===== config.mk =====
export PLATFORM = sky130hd
export DESIGN_NAME = pipe_hazard_ctrl
export DESIGN_NICKNAME = d
export VERILOG_FILES = /design/src/rtl/pipe_hazard_ctrl.sv
export SDC_FILE = /design/constraint.sdc
export NUM_CORES = 1
export LEC_CHECK = 0
export BUFFER_PORTS_ARGS = -buffer_cell sky130_fd_sc_hd__buf_2
export CAP_MARGIN = 20
export CORE_MARGIN = 2
export CORE_UTILIZATION = 25
export CTS_CLUSTER_SIZE = 14
export DETAILED_ROUTE_END_ITERATION = 10
export GPL_TIMING_DRIVEN = 0
export HOLD_SLACK_MARGIN = 0.15
export SLEW_MARGIN = 20
export SYNTH_ARGS = -nofsm -noshare
export SYNTH_HDL_FRONTEND = slang
export SYNTH_SLANG_ARGS = --single-unit

===== constraint.sdc =====
create_clock -name clk -period 2.1 [get_ports clk]
set_input_delay 0.105 -clock clk [delete_from_list [all_inputs] [get_ports clk]]
set_output_delay 0.105 -clock clk [all_outputs]
set_load 0.005 [all_outputs]

===== src/rtl/pipe_hazard_ctrl.sv =====
// Pipeline hazard/stall controller: memory-wait, halt and fault sequencing,
// combinational freeze/flush decode and saturating stall/flush counters.
module pipe_hazard_ctrl #(
    parameter int MAX_WAIT = 255,
    parameter int CNT_W    = 16
) (
    input  logic             clk,
    input  logic             rst,
    input  logic             hazard_i,
    input  logic             branch_taken_i,
    input  logic             mem_req_i,
    input  logic             mem_ready_i,
    input  logic             halt_req_i,
    output logic             pc_freeze_o,
    output logic             if_freeze_o,
    output logic             if_flush_o,
    output logic             id_flush_o,
    output logic             pipe_freeze_o,
    output logic             halted_o,
    output logic             fault_o,
    output logic [CNT_W-1:0] stall_cnt_o,
    output logic [CNT_W-1:0] flush_cnt_o
);

    // state      | meaning
    // S_RUN      | normal flow, hazard/branch handling active
    // S_MEM_WAIT | data memory access outstanding
    // S_HALT     | debug halt, whole pipe frozen
    // S_FAULT    | memory timeout, frozen until reset

    // One spare count above MAX_WAIT so the increment on the fault edge cannot wrap.
    localparam int WC_W = $clog2(MAX_WAIT + 2);

    typedef enum logic [1:0] {
        S_RUN,
        S_MEM_WAIT,
        S_HALT,
        S_FAULT
    } state_t;

    state_t            state_q, state_d;
    logic [WC_W-1:0]   wait_cnt_q, wait_cnt_d;
    logic [CNT_W-1:0]  stall_cnt_q, stall_cnt_d;
    logic [CNT_W-1:0]  flush_cnt_q, flush_cnt_d;
    logic              mem_stall;
    logic              freeze_all;

    always_comb begin
        mem_stall  = ((state_q == S_RUN) && mem_req_i && !mem_ready_i)
                   || ((state_q == S_MEM_WAIT) && !mem_ready_i);
        freeze_all = mem_stall || (state_q == S_HALT) || (state_q == S_FAULT);

        pipe_freeze_o = freeze_all;
        // A hazard under a taken branch is flushed away, so it must not freeze.
        pc_freeze_o   = freeze_all || (hazard_i && !branch_taken_i);
        if_freeze_o   = pc_freeze_o;
        if_flush_o    = branch_taken_i && !freeze_all;
        id_flush_o    = !freeze_all && (branch_taken_i || hazard_i);
    end

    always_comb begin
        state_d    = state_q;
        wait_cnt_d = '0;
        unique case (state_q)
            S_RUN: begin
                if (mem_req_i && !mem_ready_i) begin
                    state_d    = S_MEM_WAIT;
                    wait_cnt_d = WC_W'(1);
                end else if (halt_req_i) begin
                    state_d = S_HALT;
                end
            end
            S_MEM_WAIT: begin
                if (mem_ready_i) begin
                    state_d = halt_req_i ? S_HALT : S_RUN;
                end else begin
                    wait_cnt_d = wait_cnt_q + WC_W'(1);
                    if (wait_cnt_q == WC_W'(MAX_WAIT)) begin
                        state_d = S_FAULT;
                    end
                end
            end
            S_HALT: begin
                if (!halt_req_i) begin
                    state_d = S_RUN;
                end
            end
            S_FAULT: begin
                state_d = S_FAULT;
            end
            default: begin
                state_d = S_RUN;
            end
        endcase
    end

    always_comb begin
        stall_cnt_d = stall_cnt_q;
        flush_cnt_d = flush_cnt_q;
        if (pc_freeze_o && (stall_cnt_q != '1)) begin
            stall_cnt_d = stall_cnt_q + CNT_W'(1);
        end
        if (if_flush_o && (flush_cnt_q != '1)) begin
            flush_cnt_d = flush_cnt_q + CNT_W'(1);
        end
    end

    always_ff @(posedge clk or posedge rst) begin
        if (rst) begin
            state_q     <= S_RUN;
            wait_cnt_q  <= '0;
            stall_cnt_q <= '0;
            flush_cnt_q <= '0;
        end else begin
            state_q     <= state_d;
            wait_cnt_q  <= wait_cnt_d;
            stall_cnt_q <= stall_cnt_d;
            flush_cnt_q <= flush_cnt_d;
        end
    end

    assign halted_o    = (state_q == S_HALT);
    assign fault_o     = (state_q == S_FAULT);
    assign stall_cnt_o = stall_cnt_q;
    assign flush_cnt_o = flush_cnt_q;

endmodule


# Word-level counts from Yosys, hierarchy flattened

Index checks and enable logic that the tools add are counted.

Output and inout bits: 39
Register bits after elaboration: 43
Logic and storage cells: 45

Reduce and logical (&&, ||, !) cells: 19
Muxes and demuxes: 10
Equal/unequal tests: 9
$add $sub $neg: 3

Operator list:

| operator                                                               | count |
|---|---|
| 16-bit by 1-bit adder with 16-bit output (second input constant)       | 2 |
| 16-bit != test (second input constant)                                 | 2 |
| 9-bit case mux with 2 select lines                                     | 1 |
| 2-bit 2-to-1 mux                                                       | 6 |
| 9-bit by 1-bit adder with 9-bit output (second input constant)         | 1 |
| 9-bit by 8-bit equality test with 1-bit output (second input constant) | 1 |
| 1-bit logical AND                                                      | 9 |
| 9-bit 2-to-1 mux                                                       | 1 |
| 2-bit case mux with 4 select lines                                     | 1 |
| 3-bit by 2-bit != test with 1-bit output (second input constant)       | 2 |
| 1-bit logical OR                                                       | 5 |
| 2-bit equality test (second input constant)                            | 2 |
| 1-bit logical NOT                                                      | 3 |
| 3-bit AND reduction                                                    | 1 |
| 2-bit by 1-bit equality test with 1-bit output (second input constant) | 1 |
| 2-bit logical NOT                                                      | 1 |
| 2-bit != test (second input constant)                                  | 1 |
| 1-bit 2-to-1 mux                                                       | 1 |

# Logic depth before layout (Yosys ltp)

Depth after elaboration: 9
Gate-level depth with buffers: 7
Mapped depth without buffers: 7

# Worst setup path before layout

OpenSTA, ideal clock, no wires.

Path type: reg2reg
Start: register stall_cnt_q[0], in the netlist stall_cnt_o[0]
End: register stall_cnt_q[1], in the netlist stall_cnt_o[1]
Clock period less this slack: 1.774 ns
Arrival: 1.650 ns
Path slack: 0.326 ns
Stages on the path, launching flop included: 6
Required time: 1.975 ns
Cells stage by stage: dfrtp_1 > ha_1 > and3_2 > nor3b_4 > a21oi_1 > mux2_2

Cells in the longest elaborated chain, start to end: 2
Elaborated cells on any way between the ends: 3
Classes of those cells: 1 x add/sub; 1 x eq/ne; 1 x reduce/logical

RTL lines:

| what                                                                                             | RTL line | source |
|---|---|---|
| start: declaration                                                                               | 43       | `logic [CNT_W-1:0] stall_cnt_q, stall_cnt_d;` |
| start signal: assignment                                                                         | 117      | `stall_cnt_q <= stall_cnt_d;` |
| parallel branches: the longest is 2 deep, another holds 16-bit by 1-bit adder with 16-bit output | -        |  |

Parallel ways; which one is timed is not known.
A chain may end at the register's enable or synchronous reset.

# Final worst setup path

Same ends and word-level chain as after synthesis.

==> flow_summary.yaml <==
clock_network:
  clk_pin_slew_ps: 90
  cts_tree: "yes"
  numCtsBuffers: 5
  cts.htree.levels: 2
  clk-insertion-delay-late_ps: 300
  root_buffer: "clkbuf_8"
  cts_sinks: 43
  clockBufferDepth: 2
  post_cts.repair.setup_buffers: 0
critical_path:
  crit_path_start_kind: "flop"
  required_ps: 2290
  path_cells: "ha_1 -> and3_2 -> nor3b_4 -> a21oi_1 -> mux2_2"
  end_kind: "flop"
  max_stage_delay_ps: 440
  critPathSlowestCell: "nor3b_4"
  critPathKind: "flop to flop"
  cp_data_arrival_time_ps: 2130
  ff2ff_setup_slack_ps: 160
  critPathMaxFanout: 9
layout:
  area_growth_pct: 22.5
  drive_gt1_frac: 0.270
  regArea_um2: 1080
  nets: 277
  multi_input_area_um2: 1150
  instances_no_fill: 375
  diodes: 0
  fillers: 900
timing:
  finalCriticalPeriod_ps: 1940
  setup_viol: 0
  tns_ps: 0
  holdWs_ps: 193
  finalWorstSetupSlack_ps: 158
  period_share: 0.925
  clock.fmax_mhz: 515
  tightest_slew_ps: 532
  finalHoldViolCount: 0
  slew_violations: 0
  slew_headroom: 0.645
  rsz0062_at_grt: "false"
  skew_ps: 11.9
yosys:
  netlist_area_um2: 2280
  yosys_warnings: 0
  synth_nets: 220
  yosysSeqAreaShare: 0.471
  yosysUniqueCellTypes: 42
  synth_cells: 209
  ys_ff_latch: 43
  synth_area_per_cell_um2: 10.9
detailed_routing:
  drt-total-wl_mm: 5.01
  dr_total_vias: 1751
  drt_iter0_markers: 44
  first_pass_iters: 4
  ant_nets: 0
  drc_errors: 0
  via_per_inst: 4.67
  wl_per_cell_um: 13.4
global_routing:
  grt_overflow: 0
  track_usage: 0.104
  grt_pass1_vias: 1745
  antenna_found_initial: 0
  grt_pass1_wl_mm: 8.40
  grt_max_degree: 23
place:
  place_ws_ps: 185
  dp.cells: 363
  io_buffers: 45
  hpwlAfterDp_mm: 3.81
  gp_congestion: 0.737
flow_run:
  drv_cap: 0
floorplan:
  fp.dieH_um: 99.6
  die_x_um: 99.6
  start_util: 0.259
  die-area_um2: 9910
  io_pins: 46
  core_um2: 8810
  fp-row-count: 34
power_and_ir_drop:
  p_leak_nw: 1.27
  ir_drop_v: 0.000436
  power_density_nw_per_um2: 913
outcome:
  status: "complete, no violations"
min_path:
  hp-class: "primary input to flop"
## routing by layer
| metal | GRT usage | part of all wire | vias up |
|---|---|---|---|
| li1 | - | - | 858 |
| met1 | 0.140 | 0.46 | 853 |
| met2 | 0.167 | 0.49 | 35 |
| met3 | 0.0218 | 0.034 | 5 |
| met4 | 0.0316 | 0.0098 | 0 |
| met5 | 0 | 0 | - |
## cells in the mapped netlist, drive strengths merged
library cell | count | area [µm²]
a21oi | 5 | 25.0
xor2 | 16 | 140
nor3 | 3 | 20.0
ha | 4 | 50.1
nor2 | 15 | 56.3
a311oi | 1 | 8.76
inv | 9 | 33.8
xnor2 | 15 | 131
o31ai | 1 | 21.3
o311ai | 1 | 16.3
and3 | 5 | 32.5
o21a | 2 | 15.0
nand2b | 3 | 18.8
a31oi | 1 | 6.26
and4 | 4 | 35.0
nand2 | 16 | 60.1
or2 | 2 | 12.5
o211ai | 2 | 15.0
buf | 3 | 26.3
dfrtp | 43 | 1080
nor3b | 1 | 18.8
and2 | 5 | 31.3
or3 | 1 | 6.26
o21ba | 1 | 10.0
o21ai | 5 | 25.0
nor2b | 2 | 12.5
nor4 | 5 | 61.3
nand3 | 11 | 55.1
a2111oi | 2 | 55.1
mux2 | 5 | 60.1
o2111ai | 2 | 17.5
a211oi | 7 | 52.6
nand4 | 10 | 68.8
nand4b | 1 | 8.76
## per-stage QoR
| step | utilization | instance area, µm² | power (mW) |
|---|---|---|---|
| floorplan | - | 2280 | 1.69 |
| finish | 0.318 | 2800 | 2.55 |
| global route | 0.318 | 2800 | 2.75 |
| detailed placement | 0.303 | 2670 | 2.04 |
| CTS | 0.318 | 2800 | 2.60 |
| global placement | 0.300 | 2640 | 2.00 |
## what timing repair did
item,4_1_cts,5_1_grt
endpoints found under the hold margin,23,0
gates resized for setup,0,0
hold buffers,4,0
## cells in the final DEF (no fill, tap or decap), types with 2 or more instances in the layout
cell,n
dfrtp_1,43
xor2_1,16
nand2b_1,3
o21a_1,2
and3_1,4
ha_1,4
nor2b_1,2
nor2_1,15
buf_2,45
inv_1,8
nor4_1,3
xnor2_1,15
o2111ai_1,2
nor3_1,2
a211oi_1,7
a2111oi_4,2
nand4_1,9
and4_1,4
mux2_2,3
and2_1,5
nor4_4,2
buf_4,2
nand2_1,16
a21oi_1,5
dlygate4sd3_1,4
clkbuf_8,5
o21ai_0,5
o211ai_1,2
nand3_1,11
## final cells by class
| type | instances | area share |
|---|---|---|
| multi-input combinational | 154 | 0.410 |
| tap | 108 | 0.0483 |
| buffer | 3 | 0.00940 |
| clock inverter | 2 | 0.00447 |
| inverter | 9 | 0.0121 |
| clock buffer | 6 | 0.0260 |
| timing repair buffer | 50 | 0.105 |
| sequential | 43 | 0.385 |
## flip-flops by register name, indices dropped and copies added, names as in the netlist
| signal | cells |
|---|---|
| flush_cnt_o | 16 |
| stall_cnt_o | 16 |
| wait_cnt_q | 9 |
| state_q | 2 |
## power by group
group	internal (mW)	switching (mW)	total (mW)
sequential	0.986	0.232	1.22
combinational	0.393	0.409	0.802
clock	0.233	0.301	0.534
## path summary, 6_finish.rpt
check | startpoint | to | depth (start not counted)
worst min-delay path | mem_req_i | wait_cnt_q[0] | 4
worst max-delay path | stall_cnt_o[0] | stall_cnt_o[1] | 5
worst min register to register | flush_cnt_o[14] | flush_cnt_o[14] | 1
min in group asynchronous | rst | flush_cnt_o[1] | 3
max in group asynchronous | rst | stall_cnt_o[6] | 4
worst max register to register | stall_cnt_o[0] | stall_cnt_o[1] | 5
## cells by family (layout without fill, tap and decap cells)
group                      count (synthesis)  after routing  synth area share
muxes                                      5              5            0.0263
AOI/OAI and AO/OA                         30             30             0.117
xor gates and xnor gates                  31             31             0.119
DFF                                       43             43             0.471
buffers and inverters                     12             70            0.0263
and+or+nand+nor                           84             84             0.218
adders and majority gates                  4              4            0.0219
## critical path: cells and delay by family (launching register included)
kind | cells | cell delay (ps)
muxes | 1 | 310
AOI/OAI and AO/OA | 1 | 230
DFF | 1 | 430
adders and majority gates | 1 | 180
and+or+nand+nor | 2 | 690
Power figures use the tool's default switching activity.
